`src/rtl/dm_pkg.sv`:
```
// Shared definitions for the DataMover command arbiter: command/status field
// positions, FSM encoding and the in-order tracking entry.
package dm_pkg;

  localparam int unsigned CMD_W  = 72;
  localparam int unsigned STS_W  = 8;
  localparam int unsigned TAG_W  = 4;

  localparam int unsigned CMD_BTT_LSB  = 0;
  localparam int unsigned CMD_BTT_MSB  = 22;
  localparam int unsigned CMD_TYPE_BIT = 23;
  localparam int unsigned CMD_DSA_LSB  = 24;
  localparam int unsigned CMD_DSA_MSB  = 29;
  localparam int unsigned CMD_EOF_BIT  = 30;
  localparam int unsigned CMD_DRR_BIT  = 31;
  localparam int unsigned CMD_ADDR_LSB = 32;
  localparam int unsigned CMD_ADDR_MSB = 63;
  localparam int unsigned CMD_TAG_LSB  = 64;
  localparam int unsigned CMD_TAG_MSB  = 67;
  localparam int unsigned CMD_RSVD_LSB = 68;
  localparam int unsigned CMD_RSVD_MSB = 71;

  localparam int unsigned STS_TAG_LSB    = 0;
  localparam int unsigned STS_TAG_MSB    = 3;
  localparam int unsigned STS_INTERR_BIT = 4;
  localparam int unsigned STS_DECERR_BIT = 5;
  localparam int unsigned STS_SLVERR_BIT = 6;
  localparam int unsigned STS_OKAY_BIT   = 7;

  typedef enum logic {
    ST_ARB   = 1'b0,
    ST_ISSUE = 1'b1
  } arb_state_e;

  // One outstanding command: who asked for it and the tag it went out with
  typedef struct packed {
    logic             id;
    logic [TAG_W-1:0] tag;
  } ost_entry_t;

  localparam int unsigned OST_ENTRY_W = $bits(ost_entry_t);

  function automatic logic [TAG_W-1:0] mk_tag(input logic id, input logic seq);
    return {2'b00, id, seq};
  endfunction

endpackage

```
`src/rtl/dm_tag_fifo.sv`:
```
// In-order FIFO of outstanding command entries; head is presented combinationally.
module dm_tag_fifo #(
  parameter int unsigned WIDTH = 5,
  parameter int unsigned DEPTH = 4
) (
  input  logic                     clk,
  input  logic                     rst_n,
  input  logic                     push,
  input  logic [WIDTH-1:0]         push_data,
  input  logic                     pop,
  output logic [WIDTH-1:0]         head,
  output logic                     full,
  output logic                     empty,
  output logic [$clog2(DEPTH):0]   count
);

  localparam int unsigned AW = $clog2(DEPTH);
  localparam int unsigned CW = AW + 1;

  logic [WIDTH-1:0] mem [DEPTH];
  logic [AW-1:0]    wr_ptr;
  logic [AW-1:0]    rd_ptr;
  logic             do_push;
  logic             do_pop;

  assign do_push = push && !full;
  assign do_pop  = pop && !empty;
  assign full    = (count == CW'(DEPTH));
  assign empty   = (count == '0);
  assign head    = mem[rd_ptr];

  always_ff @(posedge clk) begin
    if (do_push) mem[wr_ptr] <= push_data;
  end

  // Pointers wrap naturally because DEPTH is a power of two
  always_ff @(posedge clk) begin
    if (!rst_n) begin
      wr_ptr <= '0;
      rd_ptr <= '0;
      count  <= '0;
    end else begin
      if (do_push) wr_ptr <= wr_ptr + AW'(1);
      if (do_pop)  rd_ptr <= rd_ptr + AW'(1);
      case ({do_push, do_pop})
        2'b10:   count <= count + CW'(1);
        2'b01:   count <= count - CW'(1);
        default: count <= count;
      endcase
    end
  end

endmodule

```
`src/rtl/dm_cmd_arbiter.sv`:
```
// Round-robin arbiter of two requesters onto one DataMover MM2S command port,
// with in-order status routing. Optional status check: DM_ARB_STS_CHECK_EN.
module dm_cmd_arbiter
  import dm_pkg::*;
#(
  parameter int unsigned OST_DEPTH = 4
) (
  input  logic             clk,
  input  logic             rst_n,
  input  logic             s0_cmd_tvalid,
  output logic             s0_cmd_tready,
  input  logic [CMD_W-1:0] s0_cmd_tdata,
  input  logic             s1_cmd_tvalid,
  output logic             s1_cmd_tready,
  input  logic [CMD_W-1:0] s1_cmd_tdata,
  output logic             m_cmd_tvalid,
  input  logic             m_cmd_tready,
  output logic [CMD_W-1:0] m_cmd_tdata,
  input  logic             s_sts_tvalid,
  output logic             s_sts_tready,
  input  logic [STS_W-1:0] s_sts_tdata,
  output logic             m0_sts_tvalid,
  input  logic             m0_sts_tready,
  output logic [STS_W-1:0] m0_sts_tdata,
  output logic             m1_sts_tvalid,
  input  logic             m1_sts_tready,
  output logic [STS_W-1:0] m1_sts_tdata,
  output logic [4:0]       ost_cnt,
  output logic             busy,
  output logic [7:0]       err_cnt
);

  localparam int unsigned CNT_W = $clog2(OST_DEPTH) + 1;

  arb_state_e       state;
  logic             gnt_id;
  logic             last_id;
  logic [1:0]       seq;
  logic             gnt_valid;
  logic             gnt_sel;
  logic [CMD_W-1:0] gnt_data;
  logic             cmd_hs;
  ost_entry_t       push_entry;
  ost_entry_t       head_entry;
  logic             fifo_full;
  logic             fifo_empty;
  logic [CNT_W-1:0] fifo_cnt;
  logic             sts_pop;
  logic             sts_drop;
  logic             sts_bad;

  // Grant selection: alternate when both request, else serve whoever asks
  always_comb begin
    gnt_sel = s1_cmd_tvalid;
    if (s0_cmd_tvalid && s1_cmd_tvalid) gnt_sel = ~last_id;
    gnt_valid = rst_n && (state == ST_ARB) && !fifo_full &&
                (s0_cmd_tvalid || s1_cmd_tvalid);
    gnt_data = gnt_sel ? s1_cmd_tdata : s0_cmd_tdata;
    gnt_data[CMD_TAG_MSB:CMD_TAG_LSB] = mk_tag(gnt_sel, seq[gnt_sel]);
  end

  assign s0_cmd_tready = gnt_valid && !gnt_sel;
  assign s1_cmd_tready = gnt_valid && gnt_sel;
  assign cmd_hs        = m_cmd_tvalid && m_cmd_tready;

  always_ff @(posedge clk) begin
    if (!rst_n) begin
      state        <= ST_ARB;
      m_cmd_tvalid <= 1'b0;
      m_cmd_tdata  <= '0;
      gnt_id       <= 1'b0;
      last_id      <= 1'b1;
      seq          <= 2'b00;
    end else begin
      case (state)
        ST_ARB: begin
          if (gnt_valid) begin
            state        <= ST_ISSUE;
            m_cmd_tvalid <= 1'b1;
            m_cmd_tdata  <= gnt_data;
            gnt_id       <= gnt_sel;
            seq[gnt_sel] <= ~seq[gnt_sel];
          end
        end
        ST_ISSUE: begin
          if (cmd_hs) begin
            state        <= ST_ARB;
            m_cmd_tvalid <= 1'b0;
            last_id      <= gnt_id;
          end
        end
        default: state <= ST_ARB;
      endcase
    end
  end

  assign push_entry.id  = gnt_id;
  assign push_entry.tag = m_cmd_tdata[CMD_TAG_MSB:CMD_TAG_LSB];

  dm_tag_fifo #(
    .WIDTH (OST_ENTRY_W),
    .DEPTH (OST_DEPTH)
  ) u_tag_fifo (
    .clk       (clk),
    .rst_n     (rst_n),
    .push      (cmd_hs),
    .push_data (push_entry),
    .pop       (sts_pop),
    .head      (head_entry),
    .full      (fifo_full),
    .empty     (fifo_empty),
    .count     (fifo_cnt)
  );

  // Status follows the oldest outstanding command; with none it is swallowed
  always_comb begin
    m0_sts_tvalid = 1'b0;
    m1_sts_tvalid = 1'b0;
    s_sts_tready  = 1'b1;
    if (rst_n && !fifo_empty) begin
      if (head_entry.id) begin
        m1_sts_tvalid = s_sts_tvalid;
        s_sts_tready  = m1_sts_tready;
      end else begin
        m0_sts_tvalid = s_sts_tvalid;
        s_sts_tready  = m0_sts_tready;
      end
    end
  end

  assign m0_sts_tdata = s_sts_tdata;
  assign m1_sts_tdata = s_sts_tdata;
  assign sts_pop      = rst_n && !fifo_empty && s_sts_tvalid && s_sts_tready;
  assign sts_drop     = rst_n && fifo_empty && s_sts_tvalid;

`ifdef DM_ARB_STS_CHECK_EN
  assign sts_bad = sts_pop &&
    ((s_sts_tdata[STS_TAG_MSB:STS_TAG_LSB] != head_entry.tag) ||
     (s_sts_tdata[STS_SLVERR_BIT:STS_INTERR_BIT] != 3'b000) ||
     !s_sts_tdata[STS_OKAY_BIT]);
`else
  logic unused_head_tag;
  assign unused_head_tag = ^head_entry.tag;
  assign sts_bad         = 1'b0;
`endif

  always_ff @(posedge clk) begin
    if (!rst_n) begin
      err_cnt <= '0;
    end else if ((sts_drop || sts_bad) && (err_cnt != 8'hFF)) begin
      err_cnt <= err_cnt + 8'd1;
    end
  end

  assign ost_cnt = 5'(fifo_cnt);
  assign busy    = (ost_cnt != 5'd0) || m_cmd_tvalid;

endmodule

```
`config.mk`:
```
export PLATFORM = sky130hd
export DESIGN_NAME = dm_cmd_arbiter
export DESIGN_NICKNAME = d
export VERILOG_FILES = /design/src/rtl/dm_pkg.sv /design/src/rtl/dm_tag_fifo.sv /design/src/rtl/dm_cmd_arbiter.sv
export SDC_FILE = /design/constraint.sdc
export NUM_CORES = 1
export LEC_CHECK = 0
export CAP_MARGIN = 20
export CORE_ASPECT_RATIO = 0.8
export CORE_UTILIZATION = 30
export CTS_CLUSTER_SIZE = 14
export DETAILED_ROUTE_END_ITERATION = 7
export GPL_TIMING_DRIVEN = 1
export PLACE_DENSITY = 0.67
export SLEW_MARGIN = 20
export SYNTH_ARGS = -nofsm -noshare
export SYNTH_HDL_FRONTEND = slang
export SYNTH_SLANG_ARGS = --single-unit
export TNS_END_PERCENT = 10
```
`constraint.sdc`:
```
create_clock -name clk -period 4.8 [get_ports clk]
set_clock_uncertainty 0.05 [all_clocks]
set_input_delay 0.72 -clock clk [delete_from_list [all_inputs] [get_ports clk]]
set_output_delay 0.72 -clock clk [all_outputs]
set_load 0.05 [all_outputs]
```
==> results of run 1 <==
[flip-flops by register name (all words and copies together) (netlist names), 2 cells and up, named ones only]
register	cells
seq	2
u_tag_fifo.rd_ptr	2
u_tag_fifo.wr_ptr	2
m_cmd_tdata	70
err_cnt	8
u_tag_fifo.count	3
u_tag_fifo.mem	4
[logic make-up after synthesis]
kind of cell               after synthesis
AOI/OAI and AO/OA                       88
buffers and inverters                   69
DFF                                     96
other                                    1
and+or+nand+nor                        125
muxes                                   81
adders and majority gates                7
xor gates and xnor gates                 5
[final cells by class]
class	count	area share [%]
well taps	184	3.23
repair buffers	236	33.2
clock inverters	4	0.703
clock buffers	12	3.76
inverters	13	0.685
flip-flops and latches	96	27.5
multi-input cells	310	30.9
[how the worst max path moves through the flow]
stage	from	endpoint	cells past startpoint
after CTS	rst_n	s1_cmd_tready	6
after floorplan	u_tag_fifo.count[2]	u_tag_fifo.count[2]	10
after detailed placement	rst_n	s1_cmd_tready	6
after global routing	rst_n	s1_cmd_tready	6
final	rst_n	s1_cmd_tready	6
after global placement	rst_n	s1_cmd_tready	6
[critical path: cells and delay by family]
kind                   cells  cell delay, ns
and+or+nand+nor            1            0.28
buffers and inverters      4            1.60
AOI/OAI and AO/OA          1            0.26
[where the power goes]
part | internal, mW | total, mW | switching, mW
Clock | 0.449 | 0.746 | 0.297
Sequential | 0.864 | 0.901 | 0.0364
Combinational | 0.285 | 0.669 | 0.385
[routing by layer]
layer	track usage, %	up-vias
li1	-	2031
met1	17.9	1748
met2	26.7	155
met3	5.55	12
met4	4.44	0
met5	0	-
[cell usage in the layout, fill, tap and decap left out, types with 3 or more instances in the layout]
master,n
nor2_1,82
o21ai_0,3
and2_1,7
conb_1,4
a21oi_1,6
inv_1,12
a211oi_1,69
mux2i_1,80
edfxtp_1,4
nand2b_1,3
buf_4,4
clkbuf_16,10
nand2_1,13
nand3_1,7
ha_1,6
dfxtp_1,92
clkdlybuf4s50_1,231
nor2b_1,4
xor2_1,3
[metrics by stage]
| step | setup WS, ns | instance area (um2) | hold slack (ns) | util, % | power [mW] |
|---|---|---|---|---|---|
| floorplan | 2.08 | 4510 | 0.380 | - | 1.35 |
| global placement | 1.20 | 6800 | 0.398 | 47.1 | 1.58 |
| detailed placement | 1.12 | 6800 | 0.424 | 47.1 | 1.59 |
| CTS | 1.11 | 7120 | 0.434 | 49.3 | 2.35 |
| global route | 1.00 | 7120 | 0.450 | 49.3 | 2.42 |
| finish | 1.16 | 7120 | 0.431 | 49.3 | 2.32 |
==> key figures, run 1 <==
GRT
  – First-pass GRT wire length: ~19000 um
  – Overall global routing resource usage: between 10% and 20%
  – Antenna violations before repair: 0
  – GRT overflow: 0
  – Vias in the first global route: about 4k
  – Pin count of the biggest net entering global routing: roughly 140

Synth
  – Synth area leaders: dfxtp_1, mux2i_1, a211oi_1
  – Syn. warnings: 0
  – Synth Area in Simple Gates: between 10 and 15%
  – Area leader, netlist: dfxtp_1
  – Syn avg cell area: between 9 and 10 um2
  – Yosys reg bits: 96
  – Synth cell types: 41
  – Async SR Flop Fraction: 0%
  – Adder-cell share of the synthesized area: 2.11%
  – Syn Inst Count: roughly 470
  – Synth top area share: 40.9%
  – Register area share after synthesis: 43.6%
  – Primary FF master, synth: dfxtp_1
  – Synth top cells by count: dfxtp_1, nor2_1, mux2i_1
  – Synth Cell Area: approximately 4500 um2
  – Mux cell area share after synthesis: 18.3%
  – EDFF count, synth: 4
  – Synth Area in Compound Gates: between 10 and 15%
  – Largest family of logic cells by synthesized area: multiplexers
  – Count leader, synth: dfxtp_1
  – Xor and xnor area share after synthesis: less than 1%

Die
  – Core Footprint: about 14000 um2
  – Full die area: about 15000 um2
  – DIE HEIGHT: roughly 110 um
  – Initial core utilization: a little under a third
  – Die W: 139 um
  – IO Pins: about 270
  – Row cnt: 39

Timing
  – Min cycle time layout: 3.64 ns
  – Fin crit share: between 70% and 80%
  – Final Setup Violations: 0
  – Slew @ Worst Pin: approximately 0.95 ns
  – Hold Fails Final Rpt: 0
  – Max_slew headroom: a little under two fifths
  – Setup TNS: 0 ns
  – RSZ-0062 raised after global routing: false
  – Max Slew Vio Count: 0
  – Fmax: ~270 MHz

Worst setup path
  – Worst setup path class: in -> out
  – Worst r2r src: u_tag_fifo.mem[3][1]
  – Worst EP arrival: approximately 2.9 ns
  – R2R Path End: u_tag_fifo.count[2]
  – Crit-path max FO: 17
  – Most used cell, CP: clkdlybuf4s50_1
  – Worst-path cell chain: clkdlybuf4s50_1, buf_4, nor2b_1, o2111ai_1, inv_1, clkdlybuf4s50_1
  – FF-to-FF path depth: 9
  – Worst setup EP type: output port
  – Critical path launch point type: input port
  – Max incr delay on CP: 0.81 ns
  – R2R Setup Slk: between 2 and 2.5 ns
  – CP max-delay cell: clkdlybuf4s50_1
  – CP required: roughly 4.0 ns

Drt
  – Antenna viol nets, final: 0
  – Wire per inst: ~14 um
  – DR WL met2: approximately 5700 um
  – DRC: 18
  – Wl on met1: between 5000 and 6000 um
  – Max layer used: met4
  – DR vias/cell: 4.62
  – Met3 wire len: 974 um
  – Iter 0 DRT Violations: 160
  – Router iterations before antenna repair: 7
  – Vias: 3946
  – Routed WL: ~12000 um

Cells and area
  – Multi-input logic area: about 2200 um2
  – Area growth syn-to-layout: 58.2%
  – Non-filler cells, final: between 800 and 900
  – Layout cells sized above 1: ~4.3%
  – Storage cell area: just under 2000 um2
  – Diode count: 0
  – Total Nets Final: between 800 and 900
  – Fillcell total: about 1.3k

Placed design
  – Routability cong.: between 0.7 and 0.8
  – # port buffers: 231
  – Post-DP HPWL: around 9000 um
  – Inst Count DP: between 800 and 900

Pwr
  – Worst vdd ir: 0.000160 V
  – Pwr/cell area: 325 nW/um2
  – Leak pwr: roughly 2.6 nW

Flow run
  – Max-Cap Viols: 0

Clocking
  – CTS tree: built
  – H-tree depth: 3
  – CTS hold repair buffers: 0
  – Sink Count: 96
  – Clock Latency Late Sink: between 0.3 and 0.4 ns
  – Reg clk slew, reported paths: about 0.060 ns
  – CTS resizes: 0
  – Max Buffers Root-to-Sink: 2
  – Setup bufs post-CTS: 0
  – Number of buffers created by CTS: 9
  – Root Buffer: clkbuf_16

Min path
  – Hold WC Path Type: reg -> reg
  – Hold wc startpoint: u_tag_fifo.rd_ptr[1]
  – Hold Path Depth: 1
  – Worst hold endpoint: u_tag_fifo.rd_ptr[1]

Run status
  – Failing checks: design-rule violations
  – Run status: finished with violations
Power figures use the tool's default switching activity.
==> run 2, diff against run 1 <==
- PLACE_DENSITY: 0.67 -> 0.69
- clock period: 4.8 -> 3.15 ns (I/O delays scaled with it)
==> run 2 against run 1 <==
  * The flow still finishes with violations (design-rule violations)
  * Global-route usage shrank 0.081 points
  * Wire length shrank 1.8%
  * Worst setup slack got worse by 0.86 ns
  * First-iteration DRC count fell by 4.4%
  * Sequential share of layout area barely moved
  * Power increased by 48%
  * Die area did not move
  * Largest cell class unchanged
==> key figures, run 2 (synthesized netlist as in run 1, its figures left out) <==
Run status
  – Run status: finished with violations
  – Failing checks: design-rule violations

Clocking
  – Max Buffers Root-to-Sink: 2 (unchanged)
  – CTS tree: built
  – Setup bufs post-CTS: 0 (unchanged)
  – Number of buffers created by CTS: 9 (unchanged)
  – Sink Count: 96 (unchanged)
  – CTS resizes: 0 (unchanged)
  – CTS hold repair buffers: 0 (unchanged)
  – Reg clk slew, reported paths: 0.06 ns (about the same)
  – H-tree depth: 3 (unchanged)
  – Root Buffer: clkbuf_16
  – Clock Latency Late Sink: 0.34 ns (about the same)

GRT
  – GRT overflow: 0 (unchanged)
  – Overall global routing resource usage: 15.3% (-0.081 points)
  – Vias in the first global route: 3880 (-0.56%)
  – First-pass GRT wire length: 19000 um (-0.83%)
  – Antenna violations before repair: 0 (unchanged)
  – Pin count of the biggest net entering global routing: 142 (unchanged)

Cells and area
  – Layout cells sized above 1: 5.21% (+0.89 points)
  – Commonest cells after routing, fill and taps aside: clkdlybuf4s50_1, dfxtp_1, nor2_1
  – Max reg flops: 70 (unchanged)
  – Storage cell area: 1960 um2 (unchanged)
  – Post-layout util: 49.3% (about the same)
  – Top flop regs: m_cmd_tdata x70, err_cnt x8, u_tag_fifo.mem x4
  – Diode count: 0 (unchanged)
  – Total Nets Final: 834 (+0.12%)
  – Fin area: 7120 um2 (about the same)
  – Non-filler cells, final: 856 (+0.12%)
  – Multi-input logic area: 2200 um2 (unchanged)
  – Fillcell total: 1346 (+1.1%)
  – Area growth syn-to-layout: 58.1% (about the same)
  – Most common cell after layout, fill and taps aside: clkdlybuf4s50_1
  – Most flop-heavy register: m_cmd_tdata

Pwr
  – Pwr/cell area: 481 nW/um2 (+48%)
  – Reg power frac: 40.1% (+1.2 points)
  – Worst vdd ir: 0.000224 V (+40%)
  – Total power: 3.42 mW (+48%)
  – Switching Share: 32.9% (+1.8 points)
  – Comb power frac: 29.9% (+1.0 points)
  – Leak pwr: 2.60 nW (+0.42%)
  – Clock Power Share: 30.0% (-2.2 points)
  – Sw power: 1.13 mW (+57%)
  – Internal cell power: 2.30 mW (+44%)

Placed design
  – DP Area: 6840 um2 (+0.51%)
  – Inst Count DP: 840 (+0.12%)
  – # port buffers: 231 (unchanged)
  – Routability cong.: 0.744 (-1.9%)
  – Post-DP HPWL: 8740 um (-2.8%)

Timing
  – Max Slew Vio Count: 0 (unchanged)
  – Setup TNS: 0 ns (unchanged)
  – Max_slew headroom: 58.8% (+22 points)
  – Slew @ Worst Pin: 0.618 ns (-0.329 ns)
  – Min cycle time layout: between 2 and 3 ns
  – Fin crit share: roughly nine tenths
  – Fmax: ~350 MHz
  – Final Setup Violations: 0 (unchanged)
  – RSZ-0062 raised after global routing: false
  – Hold Fails Final Rpt: 0 (unchanged)

Worst setup path
  – Crit path max-delay family: multiplexers
  – Worst-path cell chain: mux4_2, mux2i_1, nand3_1, clkdlybuf4s50_1
  – Bufs and invs on worst path: 1 (-3)
  – Worst setup path class: reg -> out
  – Worst r2r src: u_tag_fifo.mem[3][1]
  – FF-to-FF path depth: 9 (unchanged)
  – Max incr delay on CP: 0.72 ns (-0.09 ns)
  – Crit-path max FO: 3 (-14)
  – Worst EP arrival: 2.33 ns (-0.54 ns)
  – R2R Path End: u_tag_fifo.count[2]
  – Worst setup EP type: output port
  – Critical path launch point type: flop
  – CP max-delay cell: clkdlybuf4s50_1
  – R2R Setup Slk: 0.35 ns (-1.76 ns)
  – CP required: 2.63 ns (-1.40 ns)

Die
  – Core Footprint: 14400 um2 (unchanged)
  – Die W: 139 um (unchanged)
  – Initial core utilization: 31.2% (unchanged)
  – Full die area: 15500 um2 (unchanged)
  – Row cnt: 39 (unchanged)
  – DIE HEIGHT: 112 um (unchanged)
  – IO Pins: 268 (unchanged)

Flow run
  – Max-Cap Viols: 0 (unchanged)

Min path
  – Hold wc startpoint: u_tag_fifo.rd_ptr[1]
  – Hold WC Path Type: reg -> reg
  – Hold Path Depth: 1 (unchanged)

Drt
  – DRC: 15 (-3)
  – Iter 0 DRT Violations: 153 (-4.4%)
  – Vias: 4016 (+1.8%)
  – DR vias/cell: 4.69 (+1.7%)
  – Wire per inst: 13.8 um (-1.9%)
  – Routed WL: 11800 um (-1.8%)
  – Router iterations before antenna repair: 6 (-1)
  – Antenna viol nets, final: 0 (unchanged)
[run 2: cell types whose count changed in the layout (fill, tap and decap cells not counted)]
| cell | previous run | this run |
|---|---|---|
| buf_12 | 1 | 4 |
| buf_4 | 4 | 6 |
| bufinv_16 | 1 | 0 |
| clkbuf_1 | 1 | 0 |
| clkbuf_16 | 10 | 9 |
| clkbuf_8 | 1 | 0 |
| clkdlybuf4s50_1 | 231 | 227 |
| clkinv_2 | 1 | 2 |
| clkinvlp_4 | 2 | 1 |
| inv_6 | 0 | 4 |
[run 2: worst register-to-register path, cell delays in order (launching register included)]
cell and delay [ns]:
edfxtp_1 0.37, mux4_2 0.52, mux2i_1 0.18, nor2_1 0.26
ha_1 0.25, inv_1 0.06, fa_1 0.38, xor2_1 0.16
or3_1 0.32, a21oi_1 0.17
[run 2: metrics by stage]
stage	setup slack, ns	hold slack [ns]
2_1_floorplan	0.433	0.380
3_3_place_gp	0.322	0.394
3_5_place_dp	0.192	0.427
4_1_cts	0.268	0.437
5_1_grt	0.156	0.459
6_report	0.296	0.432
[run 2: power groups by stage]
| stage | Combinational (mW) | Sequential [mW] | Clock [mW] |
|---|---|---|---|
| 3_3_place_gp | 1.02 | 1.39 | 0 |
| 5_1_grt | 1.09 | 1.39 | 1.12 |
| 3_5_place_dp | 1.03 | 1.40 | 0 |
| 2_1_floorplan | 0.363 | 1.70 | 0 |
| 6_report | 1.02 | 1.37 | 1.03 |
| 4_1_cts | 1.03 | 1.37 | 1.07 |
[run 2: layer usage]
layer  wire, um  global-route usage [%]  part of all wire [%]  vias to the layer above
met5          0                       0                     0                        -
met4        121                    5.04                   1.0                        0
met3       1010                    5.85                   8.5                       12
met2       5710                    27.1                    49                      146
met1       4930                    16.9                    42                     1821
li1           -                       -                     -                     2037
[run 2: worst max path at each step]
stage                              start                   to  slack [ns]  cells after the start
floorplan            u_tag_fifo.count[2]  u_tag_fifo.count[2]        0.43                     10
global placement            s_sts_tvalid  u_tag_fifo.count[2]        0.32                      9
detailed placement          s_sts_tvalid  u_tag_fifo.count[2]        0.19                      9
CTS                 u_tag_fifo.mem[3][1]         s_sts_tready        0.27                      4
global route        u_tag_fifo.mem[3][1]         s_sts_tready        0.16                      4
finish              u_tag_fifo.mem[3][1]         s_sts_tready        0.30                      4
[run 2: layout make-up]
type                    instances  area share [%]
multi-input cells             310            30.9
flip-flops and latches         96            27.6
inverters                      13           0.686
clock buffers                   9            3.16
well taps                     184            3.23
repair buffers                237            33.7
clock inverters                 7           0.738
